### config.mk
export PLATFORM = sky130hd
export DESIGN_NAME = gemm_cmd_sequencer
export DESIGN_NICKNAME = d
export VERILOG_FILES = /design/src/rtl/gemm_cmd_sequencer.sv
export SDC_FILE = /design/constraint.sdc
export NUM_CORES = 1
export LEC_CHECK = 0
export ABC_AREA = 1
export CORE_MARGIN = 10
export CORE_UTILIZATION = 45
export DETAILED_ROUTE_END_ITERATION = 7
export PLACE_DENSITY = 0.77
export SYNTH_ARGS = -nofsm -noshare
export SYNTH_HDL_FRONTEND = slang
export SYNTH_SLANG_ARGS = --single-unit
### constraint.sdc
create_clock -name i_clk -period 4.5 [get_ports i_clk]
set_clock_uncertainty 0.05 [all_clocks]
set_input_delay 0.675 -clock i_clk [delete_from_list [all_inputs] [get_ports i_clk]]
set_output_delay 0.675 -clock i_clk [all_outputs]
set_load 0.005 [all_outputs]
### src/rtl/gemm_cmd_sequencer.sv
// GEMM command sequencer: pops header/payload words from the command FIFO, issues
// each command to its engine, and orders wait_disp/wait_tile against completion ids.
module gemm_cmd_sequencer #(
  parameter int CMD_W     = 32,
  parameter int ID_W      = 8,
  parameter int PAY_WORDS = 3
) (
  input  logic                       i_clk,
  input  logic                       i_reset,
  input  logic [CMD_W-1:0]           i_cmd_word,
  input  logic                       i_cmd_valid,
  output logic                       o_cmd_ready,
  output logic                       o_fetch_valid,
  input  logic                       i_fetch_ready,
  output logic                       o_disp_valid,
  input  logic                       i_disp_ready,
  output logic                       o_tile_valid,
  input  logic                       i_tile_ready,
  output logic                       o_readout_valid,
  input  logic                       i_readout_ready,
  output logic [PAY_WORDS*CMD_W-1:0] o_payload,
  output logic [ID_W-1:0]            o_id,
  input  logic                       i_disp_done,
  input  logic [ID_W-1:0]            i_disp_done_id,
  input  logic                       i_tile_done,
  input  logic [ID_W-1:0]            i_tile_done_id,
  output logic                       o_busy,
  output logic                       o_err,
  output logic [7:0]                 o_err_op
);

  localparam int IDX_W = $clog2(PAY_WORDS + 1);

  localparam logic [2:0] S_HDR     = 3'd0;
  localparam logic [2:0] S_PAYLOAD = 3'd1;
  localparam logic [2:0] S_ISSUE   = 3'd2;
  localparam logic [2:0] S_WAIT    = 3'd3;
  localparam logic [2:0] S_SKIP    = 3'd4;

  localparam logic [7:0] OP_FETCH   = 8'hF0;
  localparam logic [7:0] OP_DISP    = 8'hF1;
  localparam logic [7:0] OP_TILE    = 8'hF2;
  localparam logic [7:0] OP_WDISP   = 8'hF3;
  localparam logic [7:0] OP_WTILE   = 8'hF4;
  localparam logic [7:0] OP_READOUT = 8'hF5;

  logic [2:0]                 state_q, state_d;
  logic [7:0]                 op_q, op_d;
  logic [ID_W-1:0]            id_q, id_d;
  logic [6:0]                 cnt_q, cnt_d;
  logic [IDX_W-1:0]           idx_q, idx_d;
  logic [PAY_WORDS*CMD_W-1:0] payload_q, payload_d;
  logic                       err_q, err_d;
  logic [7:0]                 err_op_q, err_op_d;
  logic                       disp_seen_q, disp_seen_d;
  logic [ID_W-1:0]            disp_last_q, disp_last_d;
  logic                       tile_seen_q, tile_seen_d;
  logic [ID_W-1:0]            tile_last_q, tile_last_d;

  logic       pop;
  logic [7:0] hdr_op;
  logic [7:0] hdr_len;
  logic [6:0] hdr_words;
  logic       hdr_legal;
  logic       issue_ready;
  logic       is_wait_op;
  logic [ID_W-1:0] wait_id;
  logic       disp_hit;
  logic       tile_hit;
  logic       wait_hit;

  assign hdr_op    = i_cmd_word[7:0];
  assign hdr_len   = i_cmd_word[23:16];
  assign hdr_words = {1'b0, hdr_len[7:2]} + {6'd0, |hdr_len[1:0]};

  always_comb begin
    hdr_legal = 1'b0;
    case (hdr_op)
      OP_FETCH, OP_DISP, OP_TILE: hdr_legal = (hdr_len == 8'd12);
      OP_WDISP, OP_WTILE:         hdr_legal = (hdr_len == 8'd4);
      OP_READOUT:                 hdr_legal = (hdr_len == 8'd0);
      default:                    hdr_legal = 1'b0;
    endcase
  end

  assign o_cmd_ready = (state_q == S_HDR) || (state_q == S_PAYLOAD) || (state_q == S_SKIP);
  assign pop         = i_cmd_valid & o_cmd_ready;

  assign o_fetch_valid   = (state_q == S_ISSUE) && (op_q == OP_FETCH);
  assign o_disp_valid    = (state_q == S_ISSUE) && (op_q == OP_DISP);
  assign o_tile_valid    = (state_q == S_ISSUE) && (op_q == OP_TILE);
  assign o_readout_valid = (state_q == S_ISSUE) && (op_q == OP_READOUT);

  assign issue_ready = (o_fetch_valid & i_fetch_ready) | (o_disp_valid & i_disp_ready) |
                       (o_tile_valid & i_tile_ready) | (o_readout_valid & i_readout_ready);

  // A done pulse in the WAIT cycle itself releases the wait, not just the registered tracker.
  assign is_wait_op = (op_q == OP_WDISP) || (op_q == OP_WTILE);
  assign wait_id    = payload_q[ID_W-1:0];
  assign disp_hit   = (i_disp_done && (i_disp_done_id == wait_id)) ||
                      (disp_seen_q && (disp_last_q == wait_id));
  assign tile_hit   = (i_tile_done && (i_tile_done_id == wait_id)) ||
                      (tile_seen_q && (tile_last_q == wait_id));
  assign wait_hit   = (op_q == OP_WDISP) ? disp_hit : tile_hit;

  always_comb begin
    state_d   = state_q;
    op_d      = op_q;
    id_d      = id_q;
    cnt_d     = cnt_q;
    idx_d     = idx_q;
    payload_d = payload_q;
    err_d     = err_q;
    err_op_d  = err_op_q;
    case (state_q)
      S_HDR: begin
        if (pop) begin
          op_d      = hdr_op;
          id_d      = i_cmd_word[8 +: ID_W];
          cnt_d     = hdr_words;
          idx_d     = '0;
          payload_d = '0;
          if (!hdr_legal) begin
            err_d = 1'b1;
            if (!err_q) err_op_d = hdr_op;
            state_d = (hdr_words != 7'd0) ? S_SKIP : S_HDR;
          end else if (hdr_words == 7'd0) begin
            state_d = S_ISSUE;
          end else begin
            state_d = S_PAYLOAD;
          end
        end
      end
      S_PAYLOAD: begin
        if (pop) begin
          for (int k = 0; k < PAY_WORDS; k++) begin
            if (int'(idx_q) == k) payload_d[k*CMD_W +: CMD_W] = i_cmd_word;
          end
          idx_d = idx_q + IDX_W'(1);
          cnt_d = cnt_q - 7'd1;
          if (cnt_q == 7'd1) state_d = is_wait_op ? S_WAIT : S_ISSUE;
        end
      end
      S_ISSUE: begin
        if (issue_ready) state_d = S_HDR;
      end
      S_WAIT: begin
        if (wait_hit) state_d = S_HDR;
      end
      S_SKIP: begin
        if (pop) begin
          cnt_d = cnt_q - 7'd1;
          if (cnt_q == 7'd1) state_d = S_HDR;
        end
      end
      default: state_d = S_HDR;
    endcase
  end

  always_comb begin
    disp_seen_d = disp_seen_q | i_disp_done;
    disp_last_d = i_disp_done ? i_disp_done_id : disp_last_q;
    tile_seen_d = tile_seen_q | i_tile_done;
    tile_last_d = i_tile_done ? i_tile_done_id : tile_last_q;
  end

  always_ff @(posedge i_clk or posedge i_reset) begin
    if (i_reset) begin
      state_q     <= S_HDR;
      op_q        <= '0;
      id_q        <= '0;
      cnt_q       <= '0;
      idx_q       <= '0;
      payload_q   <= '0;
      err_q       <= 1'b0;
      err_op_q    <= '0;
      disp_seen_q <= 1'b0;
      disp_last_q <= '0;
      tile_seen_q <= 1'b0;
      tile_last_q <= '0;
    end else begin
      state_q     <= state_d;
      op_q        <= op_d;
      id_q        <= id_d;
      cnt_q       <= cnt_d;
      idx_q       <= idx_d;
      payload_q   <= payload_d;
      err_q       <= err_d;
      err_op_q    <= err_op_d;
      disp_seen_q <= disp_seen_d;
      disp_last_q <= disp_last_d;
      tile_seen_q <= tile_seen_d;
      tile_last_q <= tile_last_d;
    end
  end

  assign o_payload = payload_q;
  assign o_id      = id_q;
  assign o_busy    = (state_q != S_HDR);
  assign o_err     = err_q;
  assign o_err_op  = err_op_q;

endmodule

==> flow_summary_export.csv <==
group,metric,value,unit
status,status,"complete, no violations",
clock_network,ctsHtreeMaxLevel,4,
critical_path,crit_type,"flip-flop to output pin",
final_layout,drive_above_1_share,0.0985,
critical_path,slowest_delay,550,ps
critical_path,cp.required,3770,ps
clock_network,clkTransAtPathRegs,60,ps
timing,rsz0062_at_grt,"no",
synth,yosys.area_share.xor_xnor,0.00980,
timing,finalSetupViolCount,0,
timing,min_period,2940,ps
critical_path,r2r_end,"o_payload[27]$_DFFE_PP0P_",
synth,synth_edf_count,0,
timing,drv_slew,0,
critical_path,endpoint_kind,"output pin",
power_and_ir_drop,pwr-share-comb,0.385,
final_layout,final_cell_mix,"clkdlybuf4s50_1, nand2_1, dfrtp_1, inv_1, nor2_1",
critical_path,critPathLaunchType,"flip-flop",
synth,syn_nets,818,
synth,async_flop_share,1.00,
floorplan,coreArea,15700,um2
clock_network,cts_root_buffer,"clkbuf_16",
final_layout,fillers,1317,
grt,grt_pass1_wl,31.1,mm
synth,synth_fa_ha_area_frac,0.0122,
timing,fin_crit_sh,0.652,
synth,synth_top_area_frac,0.528,
power_and_ir_drop,p_leak,4.75,nW
synth,yosys-top-cells-area,"dfrtp_1, mux2_1, nand2_1",
clock_network,cts_hold_buf,0,
power_and_ir_drop,p_sw_frac,0.353,
place,dp_hpwl,14.4,mm
grt,grt_pass1_vias,5800,
synth,synth_top_cell_by_area,"dfrtp_1",
synth,synthDistinctLibCells,32,
drt,vias,5631,
clock_network,postCtsSetupRepairBufs,0,
synth,synth_top_family_by_area,"simple AND/OR/NAND/NOR gates",
drt,wl_per_cell,16.4,um
power_and_ir_drop,ir_worst_vdd,0.349,mV
drt,drtPass1Iterations,5,
timing,finalHoldViolCount,0,
critical_path,cp_slowest_cell,"clkdlybuf4s50_1",
timing,worst_pin_slew,1010,ps
power_and_ir_drop,p_switching,0.00200,W
power_and_ir_drop,p_int,0.00366,W
clock_network,cts_inserted_buffers,17,
timing,finalSetupTns,0,ps
critical_path,r2r_cells,6,
drt,vias_per_cell,4.85,
timing,fmax,0.341,GHz
flow_run,drv_cap,0,
final_layout,diodes,0,
synth,synth_compound_area_frac,0.0595,
critical_path,cp.arrival,2210,ps
drt,drtIter0Drc,294,
synth,synthCells,754,
floorplan,dieArea,21300,um2
synth,synth-simple-area-share,0.174,
floorplan,start_util,0.455,
final_layout,area_growth,35.8,%
synth,synth-seq-cells,151,
clock_network,cts.sinks,151,
critical_path,timing.rr.start,"state_q[1]$_DFFE_PP0P_",
synth,synth.area.mux_share,0.140,
power_and_ir_drop,clock_power_share,0.260,
drt,ant_nets,0,
grt,antenna_found_initial,0,
place,gp_congestion,0.845,
final_layout,final_common_cell,"clkdlybuf4s50_1",
clock_network,cts_resized,0,
critical_path,cp-endpoint,"o_tile_valid",
final_layout,nets,995,
synth,seq_area_frac_synth,0.528,
critical_path,critical_path.max_fanout,8,
floorplan,row_count,46,
floorplan,die_x,146,um
power_and_ir_drop,power_density,583,nW/um2
worst_hold_path,min_path_type,"flip-flop to flip-flop",
clock_network,cts_tree,"built",
synth,synth_flop_cell,"dfrtp_1",
synth,yosys_warnings,0,
place,io_buffer_count,175,
critical_path,ff2ff_setup_slack,2280,ps
floorplan,io_pins,176,
timing,slew_headroom,0.326,
grt,grtUsageTotal,0.181,
timing,fin_ws,1560,ps
power_and_ir_drop,pwr-share-seq,0.356,
critical_path,crit_start,"state_q[0]$_DFFE_PP0P_",
floorplan,die_h,146,um
clock_network,cts.path.max_buffers,2,
drt,drc,0,
synth,synth.avg_cell_area,9.49,um2
grt,overflow,0,
clock_network,clock_latency,430,ps
critical_path,crit_chain,"inv_2 -> nand3_1 -> nor2_1 -> inv_1 -> nor4_1 -> clkdlybuf4s50_1",
drt,wirelength,19.0,mm
grt,grt_max_degree,65,
place,place_ws,1440,ps
synth,synthesis.area,7150,um2
worst max-delay path: cells and delay by family, from the launching register on:
kind	cells	cell delay, ps
buffers and inverters	3	800
DFF	1	410
and+or+nand+nor	3	570
final cells by class:
cell class	count	area [um2]	area share
flip-flops and latches	151	3780	0.389
multi-input cells	474	2830	0.292
repair buffers	180	1810	0.187
clock buffers	17	425	0.0438
inverters	107	407	0.0419
well taps	216	270	0.0278
clock inverters	15	185	0.0191
power groups by stage:
stage / clock [W] / sequential [W] / combinational (W)
after global routing: 0.00156 / 0.00206 / 0.00243
after floorplan: 0 / 0.00200 / 0.00120
after CTS: 0.00149 / 0.00201 / 0.00221
after detailed placement: 0 / 0.00203 / 0.00220
final: 0.00147 / 0.00201 / 0.00218
after global placement: 0 / 0.00202 / 0.00217
cells by family after synthesis:
family | Yosys count
xor gates and xnor gates | 8
adders and majority gates | 7
buffers and inverters | 129
AOI/OAI and AO/OA | 78
muxes | 89
and+or+nand+nor | 292
DFF | 151
synthesized netlist by cell type, drive strengths merged (2+ instances only):
cell type    n
buf         16
nand2      167
inv        106
o21a         8
a21oi       11
nand3       25
o21ai       52
xor2         5
nor3         7
mux2        89
dfrtp      151
nor2        82
nand4        9
ha           7
clkbuf       6
o22ai        4
xnor2        3
o211ai       2
registers in the layout (all words and copies together) (netlist names), 2 cells and up:
name	cells
op_q	8
state_q	3
tile_last_q	8
o_id	8
o_payload	96
disp_last_q	8
cnt_q	7
idx_q	2
o_err_op	8
routing by layer:
layer / global-route usage / share of wire / routed length, um
met1: 0.214 / 0.42 / 7980
met2: 0.297 / 0.49 / 9320
met3: 0.0739 / 0.074 / 1410
met4: 0.0551 / 0.017 / 317
met5: 0 / 0 / 0
stage by stage:
step	util	std cells	cell area [um2]	total power, W	hold slack [ps]
final	0.618	1160	9710	0.00566	403
after floorplan	-	754	7160	0.00320	371
after global routing	0.618	1160	9710	0.00606	439
after global placement	0.579	1128	9100	0.00418	386
after CTS	0.618	1160	9710	0.00572	404
after detailed placement	0.579	1128	9100	0.00423	389
how the worst min path moves through the flow:
stage / slack (ps) / startpoint / depth (start not counted) / to
2_1_floorplan: 370 / disp_seen_q$_DFF_PP0_ / 2 / disp_seen_q$_DFF_PP0_
5_1_grt: 440 / disp_seen_q$_DFF_PP0_ / 2 / disp_seen_q$_DFF_PP0_
4_1_cts: 400 / disp_seen_q$_DFF_PP0_ / 2 / disp_seen_q$_DFF_PP0_
3_5_place_dp: 390 / disp_seen_q$_DFF_PP0_ / 2 / disp_seen_q$_DFF_PP0_
6_report: 400 / tile_seen_q$_DFF_PP0_ / 2 / tile_seen_q$_DFF_PP0_
3_3_place_gp: 390 / tile_seen_q$_DFF_PP0_ / 2 / tile_seen_q$_DFF_PP0_
(Power assumes the default switching activity.)
